**src/rtl/per2axi_req_sequencer_if.sv**
```systemverilog
// rtl/per2axi_req_sequencer_if.sv - peripheral slave port, AXI AW/W/AR channels, R/B monitor and accept strobe
// The master modport is the sequencer's view; the slave modport is the surrounding system's view.
interface per2axi_req_sequencer_if #(
   parameter int PER_ADDR_WIDTH = 32,
   parameter int PER_ID_WIDTH   = 5,
   parameter int AXI_ADDR_WIDTH = 32,
   parameter int AXI_DATA_WIDTH = 64,
   parameter int AXI_USER_WIDTH = 6,
   parameter int AXI_ID_WIDTH   = 3
);
   logic                        per_slave_req;
   logic [PER_ADDR_WIDTH-1:0]   per_slave_add;
   logic                        per_slave_we;
   logic [31:0]                 per_slave_wdata;
   logic [3:0]                  per_slave_be;
   logic [PER_ID_WIDTH-1:0]     per_slave_id;
   logic                        per_slave_gnt;

   logic                        axi_master_aw_valid;
   logic [AXI_ADDR_WIDTH-1:0]   axi_master_aw_addr;
   logic [AXI_ID_WIDTH-1:0]     axi_master_aw_id;
   logic [2:0]                  axi_master_aw_size;
   logic [7:0]                  axi_master_aw_len;
   logic [1:0]                  axi_master_aw_burst;
   logic [AXI_USER_WIDTH-1:0]   axi_master_aw_user;
   logic                        axi_master_aw_ready;

   logic                        axi_master_w_valid;
   logic [AXI_DATA_WIDTH-1:0]   axi_master_w_data;
   logic [AXI_DATA_WIDTH/8-1:0] axi_master_w_strb;
   logic                        axi_master_w_last;
   logic [AXI_USER_WIDTH-1:0]   axi_master_w_user;
   logic                        axi_master_w_ready;

   logic                        axi_master_ar_valid;
   logic [AXI_ADDR_WIDTH-1:0]   axi_master_ar_addr;
   logic [AXI_ID_WIDTH-1:0]     axi_master_ar_id;
   logic [2:0]                  axi_master_ar_size;
   logic [7:0]                  axi_master_ar_len;
   logic [1:0]                  axi_master_ar_burst;
   logic [AXI_USER_WIDTH-1:0]   axi_master_ar_user;
   logic                        axi_master_ar_ready;

   logic                        axi_master_r_valid;
   logic                        axi_master_r_ready;
   logic                        axi_master_r_last;
   logic [AXI_ID_WIDTH-1:0]     axi_master_r_id;
   logic                        axi_master_b_valid;
   logic                        axi_master_b_ready;
   logic [AXI_ID_WIDTH-1:0]     axi_master_b_id;

   logic                        trans_req;
   logic [AXI_ID_WIDTH-1:0]     trans_id;
   logic [AXI_ADDR_WIDTH-1:0]   trans_add;

   modport master (
      input  per_slave_req, per_slave_add, per_slave_we, per_slave_wdata, per_slave_be, per_slave_id,
      output per_slave_gnt,
      output axi_master_aw_valid, axi_master_aw_addr, axi_master_aw_id, axi_master_aw_size,
             axi_master_aw_len, axi_master_aw_burst, axi_master_aw_user,
      input  axi_master_aw_ready,
      output axi_master_w_valid, axi_master_w_data, axi_master_w_strb, axi_master_w_last, axi_master_w_user,
      input  axi_master_w_ready,
      output axi_master_ar_valid, axi_master_ar_addr, axi_master_ar_id, axi_master_ar_size,
             axi_master_ar_len, axi_master_ar_burst, axi_master_ar_user,
      input  axi_master_ar_ready,
      input  axi_master_r_valid, axi_master_r_ready, axi_master_r_last, axi_master_r_id,
      input  axi_master_b_valid, axi_master_b_ready, axi_master_b_id,
      output trans_req, trans_id, trans_add
   );

   modport slave (
      output per_slave_req, per_slave_add, per_slave_we, per_slave_wdata, per_slave_be, per_slave_id,
      input  per_slave_gnt,
      input  axi_master_aw_valid, axi_master_aw_addr, axi_master_aw_id, axi_master_aw_size,
             axi_master_aw_len, axi_master_aw_burst, axi_master_aw_user,
      output axi_master_aw_ready,
      input  axi_master_w_valid, axi_master_w_data, axi_master_w_strb, axi_master_w_last, axi_master_w_user,
      output axi_master_w_ready,
      input  axi_master_ar_valid, axi_master_ar_addr, axi_master_ar_id, axi_master_ar_size,
             axi_master_ar_len, axi_master_ar_burst, axi_master_ar_user,
      output axi_master_ar_ready,
      output axi_master_r_valid, axi_master_r_ready, axi_master_r_last, axi_master_r_id,
      output axi_master_b_valid, axi_master_b_ready, axi_master_b_id,
      input  trans_req, trans_id, trans_add
   );
endinterface

```
**src/rtl/per2axi_req_sequencer.sv**
```systemverilog
// rtl/per2axi_req_sequencer.sv - single-beat peripheral request to AXI4 AR or AW+W sequencer
// Define PER2AXI_OUTSTANDING_TRACK_EN to hold off a core until its previous response has been handed off.
module per2axi_req_sequencer #(
   parameter int NB_CORES       = 4,
   parameter int PER_ADDR_WIDTH = 32,
   parameter int PER_ID_WIDTH   = 5,
   parameter int AXI_ADDR_WIDTH = 32,
   parameter int AXI_DATA_WIDTH = 64,
   parameter int AXI_USER_WIDTH = 6,
   parameter int AXI_ID_WIDTH   = 3
) (
   input  logic                           clk_i,
   input  logic                           rst_ni,
   per2axi_req_sequencer_if.master        bus
);
   localparam int NB_IDS = 1 << AXI_ID_WIDTH;

   typedef enum logic [1:0] {IDLE, WRITE, READ} state_t;

   state_t                    state_q;
   logic [AXI_ADDR_WIDTH-1:0] addr_q;
   logic [AXI_ID_WIDTH-1:0]   id_q;
   logic [31:0]               wdata_q;
   logic [3:0]                be_q;
   logic                      aw_pend_q;
   logic                      w_pend_q;
   logic                      ar_valid_q;

   logic [AXI_ID_WIDTH-1:0]   id_bin;
   logic                      blocked;
   logic                      gnt;
   logic [63:0]               unused_cfg;

   assign unused_cfg = {32'(NB_CORES), 32'(PER_ADDR_WIDTH)};

   // Lowest set bit wins; an all-zero ID falls through to 0.
   always_comb begin
      id_bin = '0;
      for (int i = PER_ID_WIDTH - 1; i >= 0; i--) begin
         if (bus.per_slave_id[i]) id_bin = AXI_ID_WIDTH'(i);
      end
   end

   assign gnt = (state_q == IDLE) && bus.per_slave_req && !blocked;

   always_ff @(posedge clk_i or negedge rst_ni) begin
      if (!rst_ni) begin
         state_q    <= IDLE;
         addr_q     <= '0;
         id_q       <= '0;
         wdata_q    <= '0;
         be_q       <= '0;
         aw_pend_q  <= 1'b0;
         w_pend_q   <= 1'b0;
         ar_valid_q <= 1'b0;
      end else begin
         case (state_q)
            IDLE: begin
               if (gnt) begin
                  addr_q  <= bus.per_slave_add[AXI_ADDR_WIDTH-1:0];
                  id_q    <= id_bin;
                  wdata_q <= bus.per_slave_wdata;
                  be_q    <= bus.per_slave_be;
                  if (bus.per_slave_we) begin
                     ar_valid_q <= 1'b1;
                     state_q    <= READ;
                  end else begin
                     aw_pend_q <= 1'b1;
                     w_pend_q  <= 1'b1;
                     state_q   <= WRITE;
                  end
               end
            end
            WRITE: begin
               // AW and W retire independently; leave once neither is pending after this edge.
               if (bus.axi_master_aw_ready) aw_pend_q <= 1'b0;
               if (bus.axi_master_w_ready)  w_pend_q  <= 1'b0;
               if ((!aw_pend_q || bus.axi_master_aw_ready) && (!w_pend_q || bus.axi_master_w_ready))
                  state_q <= IDLE;
            end
            READ: begin
               if (bus.axi_master_ar_ready) begin
                  ar_valid_q <= 1'b0;
                  state_q    <= IDLE;
               end
            end
            default: state_q <= IDLE;
         endcase
      end
   end

`ifdef PER2AXI_OUTSTANDING_TRACK_EN
   logic [NB_IDS-1:0] outstanding_q;
   logic [NB_IDS-1:0] outstanding_d;

   assign blocked = outstanding_q[id_bin];

   always_comb begin
      outstanding_d = outstanding_q;
      if (bus.axi_master_r_valid && bus.axi_master_r_ready && bus.axi_master_r_last)
         outstanding_d[bus.axi_master_r_id] = 1'b0;
      if (bus.axi_master_b_valid && bus.axi_master_b_ready)
         outstanding_d[bus.axi_master_b_id] = 1'b0;
      if (gnt)
         outstanding_d[id_bin] = 1'b1;
   end

   always_ff @(posedge clk_i or negedge rst_ni) begin
      if (!rst_ni) outstanding_q <= '0;
      else         outstanding_q <= outstanding_d;
   end
`else
   logic unused_mon;

   assign blocked    = 1'b0;
   assign unused_mon = ^{bus.axi_master_r_valid, bus.axi_master_r_ready, bus.axi_master_r_last,
                         bus.axi_master_r_id, bus.axi_master_b_valid, bus.axi_master_b_ready,
                         bus.axi_master_b_id};
`endif

   assign bus.per_slave_gnt       = gnt;

   assign bus.axi_master_aw_valid = aw_pend_q;
   assign bus.axi_master_aw_addr  = addr_q;
   assign bus.axi_master_aw_id    = id_q;
   assign bus.axi_master_aw_size  = 3'b010;
   assign bus.axi_master_aw_len   = 8'd0;
   assign bus.axi_master_aw_burst = 2'b01;
   assign bus.axi_master_aw_user  = '0;

   // 32-bit word lands in the 64-bit lane selected by address bit 2.
   assign bus.axi_master_w_valid  = w_pend_q;
   assign bus.axi_master_w_data   = addr_q[2] ? {wdata_q, 32'h0} : {32'h0, wdata_q};
   assign bus.axi_master_w_strb   = addr_q[2] ? {be_q, 4'h0} : {4'h0, be_q};
   assign bus.axi_master_w_last   = 1'b1;
   assign bus.axi_master_w_user   = '0;

   assign bus.axi_master_ar_valid = ar_valid_q;
   assign bus.axi_master_ar_addr  = addr_q;
   assign bus.axi_master_ar_id    = id_q;
   assign bus.axi_master_ar_size  = 3'b010;
   assign bus.axi_master_ar_len   = 8'd0;
   assign bus.axi_master_ar_burst = 2'b01;
   assign bus.axi_master_ar_user  = '0;

   assign bus.trans_req = gnt;
   assign bus.trans_id  = id_bin;
   assign bus.trans_add = bus.per_slave_add[AXI_ADDR_WIDTH-1:0];
endmodule

```
**src/flat_wrapper.sv**
```systemverilog
// flat-port wrapper written by rule: the top's interface ports become plain ports
module per2axi_req_sequencer_flat 
#(
   parameter int NB_CORES       = 4,
   parameter int PER_ADDR_WIDTH = 32,
   parameter int PER_ID_WIDTH   = 5,
   parameter int AXI_ADDR_WIDTH = 32,
   parameter int AXI_DATA_WIDTH = 64,
   parameter int AXI_USER_WIDTH = 6,
   parameter int AXI_ID_WIDTH   = 3
)
  (clk_i, rst_ni, bus_per_slave_req, bus_per_slave_add, bus_per_slave_we, bus_per_slave_wdata, bus_per_slave_be, bus_per_slave_id, bus_per_slave_gnt, bus_axi_master_aw_valid, bus_axi_master_aw_addr, bus_axi_master_aw_id, bus_axi_master_aw_size, bus_axi_master_aw_len, bus_axi_master_aw_burst, bus_axi_master_aw_user, bus_axi_master_aw_ready, bus_axi_master_w_valid, bus_axi_master_w_data, bus_axi_master_w_strb, bus_axi_master_w_last, bus_axi_master_w_user, bus_axi_master_w_ready, bus_axi_master_ar_valid, bus_axi_master_ar_addr, bus_axi_master_ar_id, bus_axi_master_ar_size, bus_axi_master_ar_len, bus_axi_master_ar_burst, bus_axi_master_ar_user, bus_axi_master_ar_ready, bus_axi_master_r_valid, bus_axi_master_r_ready, bus_axi_master_r_last, bus_axi_master_r_id, bus_axi_master_b_valid, bus_axi_master_b_ready, bus_axi_master_b_id, bus_trans_req, bus_trans_id, bus_trans_add);
  per2axi_req_sequencer_if #(.PER_ADDR_WIDTH(PER_ADDR_WIDTH), .PER_ID_WIDTH(PER_ID_WIDTH), .AXI_ADDR_WIDTH(AXI_ADDR_WIDTH), .AXI_DATA_WIDTH(AXI_DATA_WIDTH), .AXI_USER_WIDTH(AXI_USER_WIDTH), .AXI_ID_WIDTH(AXI_ID_WIDTH)) bus_i ();
  input  logic clk_i;
  input  logic rst_ni;
  input wire logic [$bits(bus_i.per_slave_req)-1:0] bus_per_slave_req;
  input wire logic [$bits(bus_i.per_slave_add)-1:0] bus_per_slave_add;
  input wire logic [$bits(bus_i.per_slave_we)-1:0] bus_per_slave_we;
  input wire logic [$bits(bus_i.per_slave_wdata)-1:0] bus_per_slave_wdata;
  input wire logic [$bits(bus_i.per_slave_be)-1:0] bus_per_slave_be;
  input wire logic [$bits(bus_i.per_slave_id)-1:0] bus_per_slave_id;
  output wire logic [$bits(bus_i.per_slave_gnt)-1:0] bus_per_slave_gnt;
  output wire logic [$bits(bus_i.axi_master_aw_valid)-1:0] bus_axi_master_aw_valid;
  output wire logic [$bits(bus_i.axi_master_aw_addr)-1:0] bus_axi_master_aw_addr;
  output wire logic [$bits(bus_i.axi_master_aw_id)-1:0] bus_axi_master_aw_id;
  output wire logic [$bits(bus_i.axi_master_aw_size)-1:0] bus_axi_master_aw_size;
  output wire logic [$bits(bus_i.axi_master_aw_len)-1:0] bus_axi_master_aw_len;
  output wire logic [$bits(bus_i.axi_master_aw_burst)-1:0] bus_axi_master_aw_burst;
  output wire logic [$bits(bus_i.axi_master_aw_user)-1:0] bus_axi_master_aw_user;
  input wire logic [$bits(bus_i.axi_master_aw_ready)-1:0] bus_axi_master_aw_ready;
  output wire logic [$bits(bus_i.axi_master_w_valid)-1:0] bus_axi_master_w_valid;
  output wire logic [$bits(bus_i.axi_master_w_data)-1:0] bus_axi_master_w_data;
  output wire logic [$bits(bus_i.axi_master_w_strb)-1:0] bus_axi_master_w_strb;
  output wire logic [$bits(bus_i.axi_master_w_last)-1:0] bus_axi_master_w_last;
  output wire logic [$bits(bus_i.axi_master_w_user)-1:0] bus_axi_master_w_user;
  input wire logic [$bits(bus_i.axi_master_w_ready)-1:0] bus_axi_master_w_ready;
  output wire logic [$bits(bus_i.axi_master_ar_valid)-1:0] bus_axi_master_ar_valid;
  output wire logic [$bits(bus_i.axi_master_ar_addr)-1:0] bus_axi_master_ar_addr;
  output wire logic [$bits(bus_i.axi_master_ar_id)-1:0] bus_axi_master_ar_id;
  output wire logic [$bits(bus_i.axi_master_ar_size)-1:0] bus_axi_master_ar_size;
  output wire logic [$bits(bus_i.axi_master_ar_len)-1:0] bus_axi_master_ar_len;
  output wire logic [$bits(bus_i.axi_master_ar_burst)-1:0] bus_axi_master_ar_burst;
  output wire logic [$bits(bus_i.axi_master_ar_user)-1:0] bus_axi_master_ar_user;
  input wire logic [$bits(bus_i.axi_master_ar_ready)-1:0] bus_axi_master_ar_ready;
  input wire logic [$bits(bus_i.axi_master_r_valid)-1:0] bus_axi_master_r_valid;
  input wire logic [$bits(bus_i.axi_master_r_ready)-1:0] bus_axi_master_r_ready;
  input wire logic [$bits(bus_i.axi_master_r_last)-1:0] bus_axi_master_r_last;
  input wire logic [$bits(bus_i.axi_master_r_id)-1:0] bus_axi_master_r_id;
  input wire logic [$bits(bus_i.axi_master_b_valid)-1:0] bus_axi_master_b_valid;
  input wire logic [$bits(bus_i.axi_master_b_ready)-1:0] bus_axi_master_b_ready;
  input wire logic [$bits(bus_i.axi_master_b_id)-1:0] bus_axi_master_b_id;
  output wire logic [$bits(bus_i.trans_req)-1:0] bus_trans_req;
  output wire logic [$bits(bus_i.trans_id)-1:0] bus_trans_id;
  output wire logic [$bits(bus_i.trans_add)-1:0] bus_trans_add;
  assign bus_i.per_slave_req = bus_per_slave_req;
  assign bus_i.per_slave_add = bus_per_slave_add;
  assign bus_i.per_slave_we = bus_per_slave_we;
  assign bus_i.per_slave_wdata = bus_per_slave_wdata;
  assign bus_i.per_slave_be = bus_per_slave_be;
  assign bus_i.per_slave_id = bus_per_slave_id;
  assign bus_per_slave_gnt = bus_i.per_slave_gnt;
  assign bus_axi_master_aw_valid = bus_i.axi_master_aw_valid;
  assign bus_axi_master_aw_addr = bus_i.axi_master_aw_addr;
  assign bus_axi_master_aw_id = bus_i.axi_master_aw_id;
  assign bus_axi_master_aw_size = bus_i.axi_master_aw_size;
  assign bus_axi_master_aw_len = bus_i.axi_master_aw_len;
  assign bus_axi_master_aw_burst = bus_i.axi_master_aw_burst;
  assign bus_axi_master_aw_user = bus_i.axi_master_aw_user;
  assign bus_i.axi_master_aw_ready = bus_axi_master_aw_ready;
  assign bus_axi_master_w_valid = bus_i.axi_master_w_valid;
  assign bus_axi_master_w_data = bus_i.axi_master_w_data;
  assign bus_axi_master_w_strb = bus_i.axi_master_w_strb;
  assign bus_axi_master_w_last = bus_i.axi_master_w_last;
  assign bus_axi_master_w_user = bus_i.axi_master_w_user;
  assign bus_i.axi_master_w_ready = bus_axi_master_w_ready;
  assign bus_axi_master_ar_valid = bus_i.axi_master_ar_valid;
  assign bus_axi_master_ar_addr = bus_i.axi_master_ar_addr;
  assign bus_axi_master_ar_id = bus_i.axi_master_ar_id;
  assign bus_axi_master_ar_size = bus_i.axi_master_ar_size;
  assign bus_axi_master_ar_len = bus_i.axi_master_ar_len;
  assign bus_axi_master_ar_burst = bus_i.axi_master_ar_burst;
  assign bus_axi_master_ar_user = bus_i.axi_master_ar_user;
  assign bus_i.axi_master_ar_ready = bus_axi_master_ar_ready;
  assign bus_i.axi_master_r_valid = bus_axi_master_r_valid;
  assign bus_i.axi_master_r_ready = bus_axi_master_r_ready;
  assign bus_i.axi_master_r_last = bus_axi_master_r_last;
  assign bus_i.axi_master_r_id = bus_axi_master_r_id;
  assign bus_i.axi_master_b_valid = bus_axi_master_b_valid;
  assign bus_i.axi_master_b_ready = bus_axi_master_b_ready;
  assign bus_i.axi_master_b_id = bus_axi_master_b_id;
  assign bus_trans_req = bus_i.trans_req;
  assign bus_trans_id = bus_i.trans_id;
  assign bus_trans_add = bus_i.trans_add;
  per2axi_req_sequencer #(.NB_CORES(NB_CORES), .PER_ADDR_WIDTH(PER_ADDR_WIDTH), .PER_ID_WIDTH(PER_ID_WIDTH), .AXI_ADDR_WIDTH(AXI_ADDR_WIDTH), .AXI_DATA_WIDTH(AXI_DATA_WIDTH), .AXI_USER_WIDTH(AXI_USER_WIDTH), .AXI_ID_WIDTH(AXI_ID_WIDTH)) u_core (.clk_i(clk_i), .rst_ni(rst_ni), .bus(bus_i));
endmodule
```
**config.mk**
```make
export PLATFORM = sky130hd
export DESIGN_NAME = per2axi_req_sequencer_flat
export DESIGN_NICKNAME = d
export VERILOG_FILES = /design/src/rtl/per2axi_req_sequencer_if.sv /design/src/rtl/per2axi_req_sequencer.sv /design/src/flat_wrapper.sv
export SDC_FILE = /design/constraint.sdc
export NUM_CORES = 1
export LEC_CHECK = 0
export ABC_AREA = 1
export CAP_MARGIN = 25
export CORE_MARGIN = 8
export CORE_UTILIZATION = 37
export DETAILED_ROUTE_END_ITERATION = 8
export GPL_TIMING_DRIVEN = 0
export HOLD_SLACK_MARGIN = 0.03
export PLACE_DENSITY = 0.9
export SKIP_CTS_REPAIR_TIMING = 1
export SLEW_MARGIN = 20
export SYNTH_ARGS = -nofsm -noshare
export SYNTH_HDL_FRONTEND = slang
export SYNTH_SLANG_ARGS = --single-unit
```
**constraint.sdc**
```tcl
create_clock -name clk_i -period 2.6 [get_ports clk_i]
set_input_delay 0.52 -clock clk_i [delete_from_list [all_inputs] [get_ports clk_i]]
set_output_delay 0.52 -clock clk_i [all_outputs]
set_load 0.1 [all_outputs]
```
# == After elaboration in Yosys (flattened, before gate mapping) ==
# Index checks and enable logic that the tools add are counted.
# totals
regBits,76
in_bits,91
out_inout_bits,227
word_cells,53
# op_classes
n_eq_ne,9
mux,22
n_reduce_logical,14
# ops
cell,count
64-bit 2-to-1 mux,1
3-bit 2-to-1 mux,5
"2-bit != test, second input constant",6
4-bit AND reduction,3
2-bit 2-to-1 mux,4
8-bit 2-to-1 mux,1
1-bit 2-to-1 mux,7
1-bit case mux with 2 select lines,3
2-bit case mux with 3 select lines,1
2-bit nonzero test,2
3-bit AND reduction,1
"2-bit by 1-bit == test with 1-bit output, second input constant",1
"2-bit == test, second input constant",1
1-bit logical AND,2
1-bit zero test,2
2-bit zero test,1
1-bit logical OR,2
"2-bit by 1-bit != test with 1-bit output, second input constant",1
2-bit AND reduction,1

# == Depth between registers and ports, before layout ==
# logic_depth
ltp_word,5
ltp_mapped,7
depth_no_buf,5

# == Worst setup path before layout ==
# No wires, ideal clock.
# synth_timing
path_type,input to output
startpoint,in bus_per_slave_id[0]
endpoint,out bus_trans_id[1]
arrival_ns,2.666
required_time_ns,2.080
path_slack_ns,-0.586
path_stages,1
n_path_buf,0
cell_sequence,nor3_1
# synth_between
elab_chain_cells,1
# synth_lines
item,line_no,text
"start, declared",flat_wrapper.sv:21,input wire logic [$bits(bus_i.per_slave_id)-1:0] bus_per_slave_id;
3-bit 2-to-1 mux,per2axi_req_sequencer.sv:40,if (bus.per_slave_id[i]) id_bin = AXI_ID_WIDTH'(i);
"end, declared",flat_wrapper.sv:53,output wire logic [$bits(bus_i.trans_id)-1:0] bus_trans_id;
# No other way between the ends.

# == Worst setup path after layout ==
# layout_timing
startpoint,reg u_core.addr_q[27] (netlist: u_core.bus.axi_master_ar_addr[27])
endpoint,out bus_axi_master_aw_addr[27]
# layout_rtl
item,line_no,text
"start, declared",per2axi_req_sequencer.sv:21,logic [AXI_ADDR_WIDTH-1:0] addr_q;
"start signal, assigned",per2axi_req_sequencer.sv:60,addr_q <= bus.per_slave_add[AXI_ADDR_WIDTH-1:0];
"end, declared",flat_wrapper.sv:24,output wire logic [$bits(bus_i.axi_master_aw_addr)-1:0] bus_axi_master_aw_addr;
# No word-level cell between the ends.

==> results.yml <==
logic_synthesis:
  synth_area_per_cell_um2: 7.589
  synthesis.area_um2: 4288
  ys_ff_latch: 76
  synth_area_leaders: "dfrtp_1 (44%), buf_4 (20%), nand2_1 (16%), inv_1 (6.8%), o21ai_0 (4.3%)"
  synth_cells: 565
  ys_seq_area_share_pct: 44.35
  synth_most_common_cell: "nand2_1"
  synth_edf_count: 0
  synthTopCellsByCount: "nand2_1 (184), buf_4 (113), inv_1 (78), dfrtp_1 (76), nor2_1 (40)"
  synth_cell_types: 20
  netlist.area_leader.share_pct: 44.35
  yosysTopAreaCell: "dfrtp_1"
  ys.flop_type: "dfrtp_1"
  synth-async-reset-ratio_pct: 100.0
  yosysWarnings: 0
worst_hold_path:
  hold_class: "in2async"
clocking:
  tritoncts: "built"
  cts_buffers: 9
  cts_sinks: 76
  cts_root_buf: "clkbuf_16"
  cts_buffer_depth: 2
  clkSlewWorstSetupHoldPaths_ns: 0.06
  insertion_delay_ns: 0.32
  htree_levels: 3
global_routing:
  met1_usage_pct: 21.13
  grt_usage_pct: 19.44
  grt_pass1_vias: 4316
  grt_max_degree: 40
  grt_pass1_wl_um: 23040
  antenna_found_initial: 0
  top_usage_layer: "met2"
  grt_overflow_total: 0
  met3_usage_pct: 4.442
  use_met2_pct: 36.91
final_layout:
  fillCellCount: 970
  synthToLayoutAreaGrowth_pct: 70.12
  n_antenna_cell: 0
  drive_gt1_share_pct: 26.02
  final_cells: 1027
  final_nets: 972
  post-route-util_pct: 64.16
floorplanning:
  chipHeight_um: 123.7
  pin_count: 318
  start_util_pct: 37.71
  dieArea_um2: 15290
  coreArea_um2: 11370
  num_rows: 39
  die_width_um: 123.7
timing:
  period_share_pct: 97.33
  clock.fmax_mhz: 395.2
  setup_violations: 0
  relSlewSlack_pct: 29.42
  hold_viol: 0
  fin_skew_ns: 0.007650
  finalCriticalPeriod_ns: 2.531
  slew_violations: 0
  worst_slew_pin_slew_ns: 1.055
  rsz0062_at_grt: "no"
drt:
  vias_per_cell: 4.180
  ant_nets: 0
  dr.first_iter.drc_count: 213
  num_vias: 4293
  drc: 0
  dr.pass1.iters: 5
  totalWireLength_um: 16140
  wl_per_cell_um: 15.71
critical_path:
  cp-end-kind: "output port"
  worst-path-buf-inv: 2
  crit_required_ns: 2.08
  reg2reg_setup_slack_ns: 1.26
  cp_cell_sequence: "buf_4 > clkdlybuf4s50_1"
  max_stage_delay_ns: 1.14
  cp_top_family: "buffers and inverters"
  path_max_fanout: 3
  rr_endpoint: "u_core.bus.axi_master_ar_addr[21]"
  crit_type: "reg2out"
  r2r_cells: 7
  slowest_stage: "clkdlybuf4s50_1"
  r2r-start: "u_core.state_q[1]"
  arrival_ns: 2.01
  start_kind: "register"
placement:
  dpl.cell_count: 1013
  hpwl_um: 13120
  place_congestion: 0.8423
  port_buffers: 261
flow_run:
  drv_cap: 0
run_status:
  outcome: "complete, no violations"
-- layer usage --
metal  vias to the layer above  wire, um
met4                         0       156
li1                       2134         -
met3                         8      1117
met5                         -         0
met1                      2007      5851
met2                       144      9012
-- per-stage QoR --
stage	setup WS (ns)	setup TNS, ns	hold WS (ns)	area, um2
4_1_cts	-0.7679	-50.25	0.1650	7569
2_1_floorplan	-0.2129	-7.661	0.2244	4456
5_1_grt	0.01481	0	0.1873	7295
3_5_place_dp	-0.7676	-24.33	0.4776	7264
6_report	0.06942	0	0.1561	7295
3_3_place_gp	-1.953	-151.48	0.4652	7247
-- worst max-delay path by stage --
stage	startpoint	to	cells after the start
after floorplan	u_core.bus.axi_master_ar_addr[2]	bus_axi_master_w_data[10]	3
after global placement	rst_ni	u_core.bus.axi_master_ar_addr[2]	1
final	u_core.bus.axi_master_ar_addr[27]	bus_axi_master_aw_addr[27]	2
after global routing	bus_per_slave_req	bus_trans_req	6
after detailed placement	bus_per_slave_req	bus_trans_req	6
after CTS	bus_per_slave_req	bus_trans_req	6
-- worst register-to-register path, delay by kind of cell (launching register included) --
| family | cells | cell delay [ns] |
|---|---|---|
| buffers and inverters | 3 | 0.48 |
| flip-flops | 1 | 0.43 |
| AND/OR/NAND/NOR | 4 | 0.37 |
-- cell families after synthesis --
logic type,count (synthesis),share of synthesized area [%]
AND/OR/NAND/NOR,230,20.66
AO/OA/AOI/OAI,43,5.223
other,2,0.1751
flip-flops,76,44.35
buffers and inverters,214,29.59
-- flip-flops by register name, indices dropped and copies added, names as in the netlist --
name,flops
u_core.be_q,4
u_core.bus.axi_master_aw_valid,1
u_core.bus.axi_master_ar_valid,1
u_core.state_q,2
u_core.wdata_q,32
u_core.bus.axi_master_w_valid,1
u_core.bus.axi_master_ar_addr,32
u_core.bus.axi_master_ar_id,3
-- cell usage in the layout (no fill, tap or decap) --
cell type and n:
dlymetal6s2s_1 36, nor3_2 1, buf_6 2, clkbuf_2 73, nand2_1 184, nand3b_1 1
buf_2 19, nor2_4 1, bufinv_16 2, buf_4 115, a21oi_1 2, clkinv_2 2
o21ai_0 37, nor2_1 40, dfrtp_1 75, clkdlybuf4s50_1 150, conb_1 45, inv_4 1
nand3_1 2, dfrtp_2 1, a21boi_1 1, o22ai_1 1, clkbuf_16 9, nand2_4 1
buf_12 1, clkbuf_4 1, clkinv_4 1, inv_1 78, o21a_1 2
-- cell type report --
class | count | area [um2] | share of cell area (%)
clock buffer | 9 | 225.2 | 3.087
inverter | 79 | 299.0 | 4.099
sequential | 76 | 1903 | 26.09
multi-input combinational | 318 | 1284 | 17.60
clock inverter | 5 | 78.83 | 1.081
timing repair buffer | 262 | 2355 | 32.28
tap | 143 | 178.9 | 2.453
buffer | 135 | 970.9 | 13.31
Power is left out: the tool's default activity adds up to more than one toggle a clock period on the data nets, which glitch-free logic cannot reach.
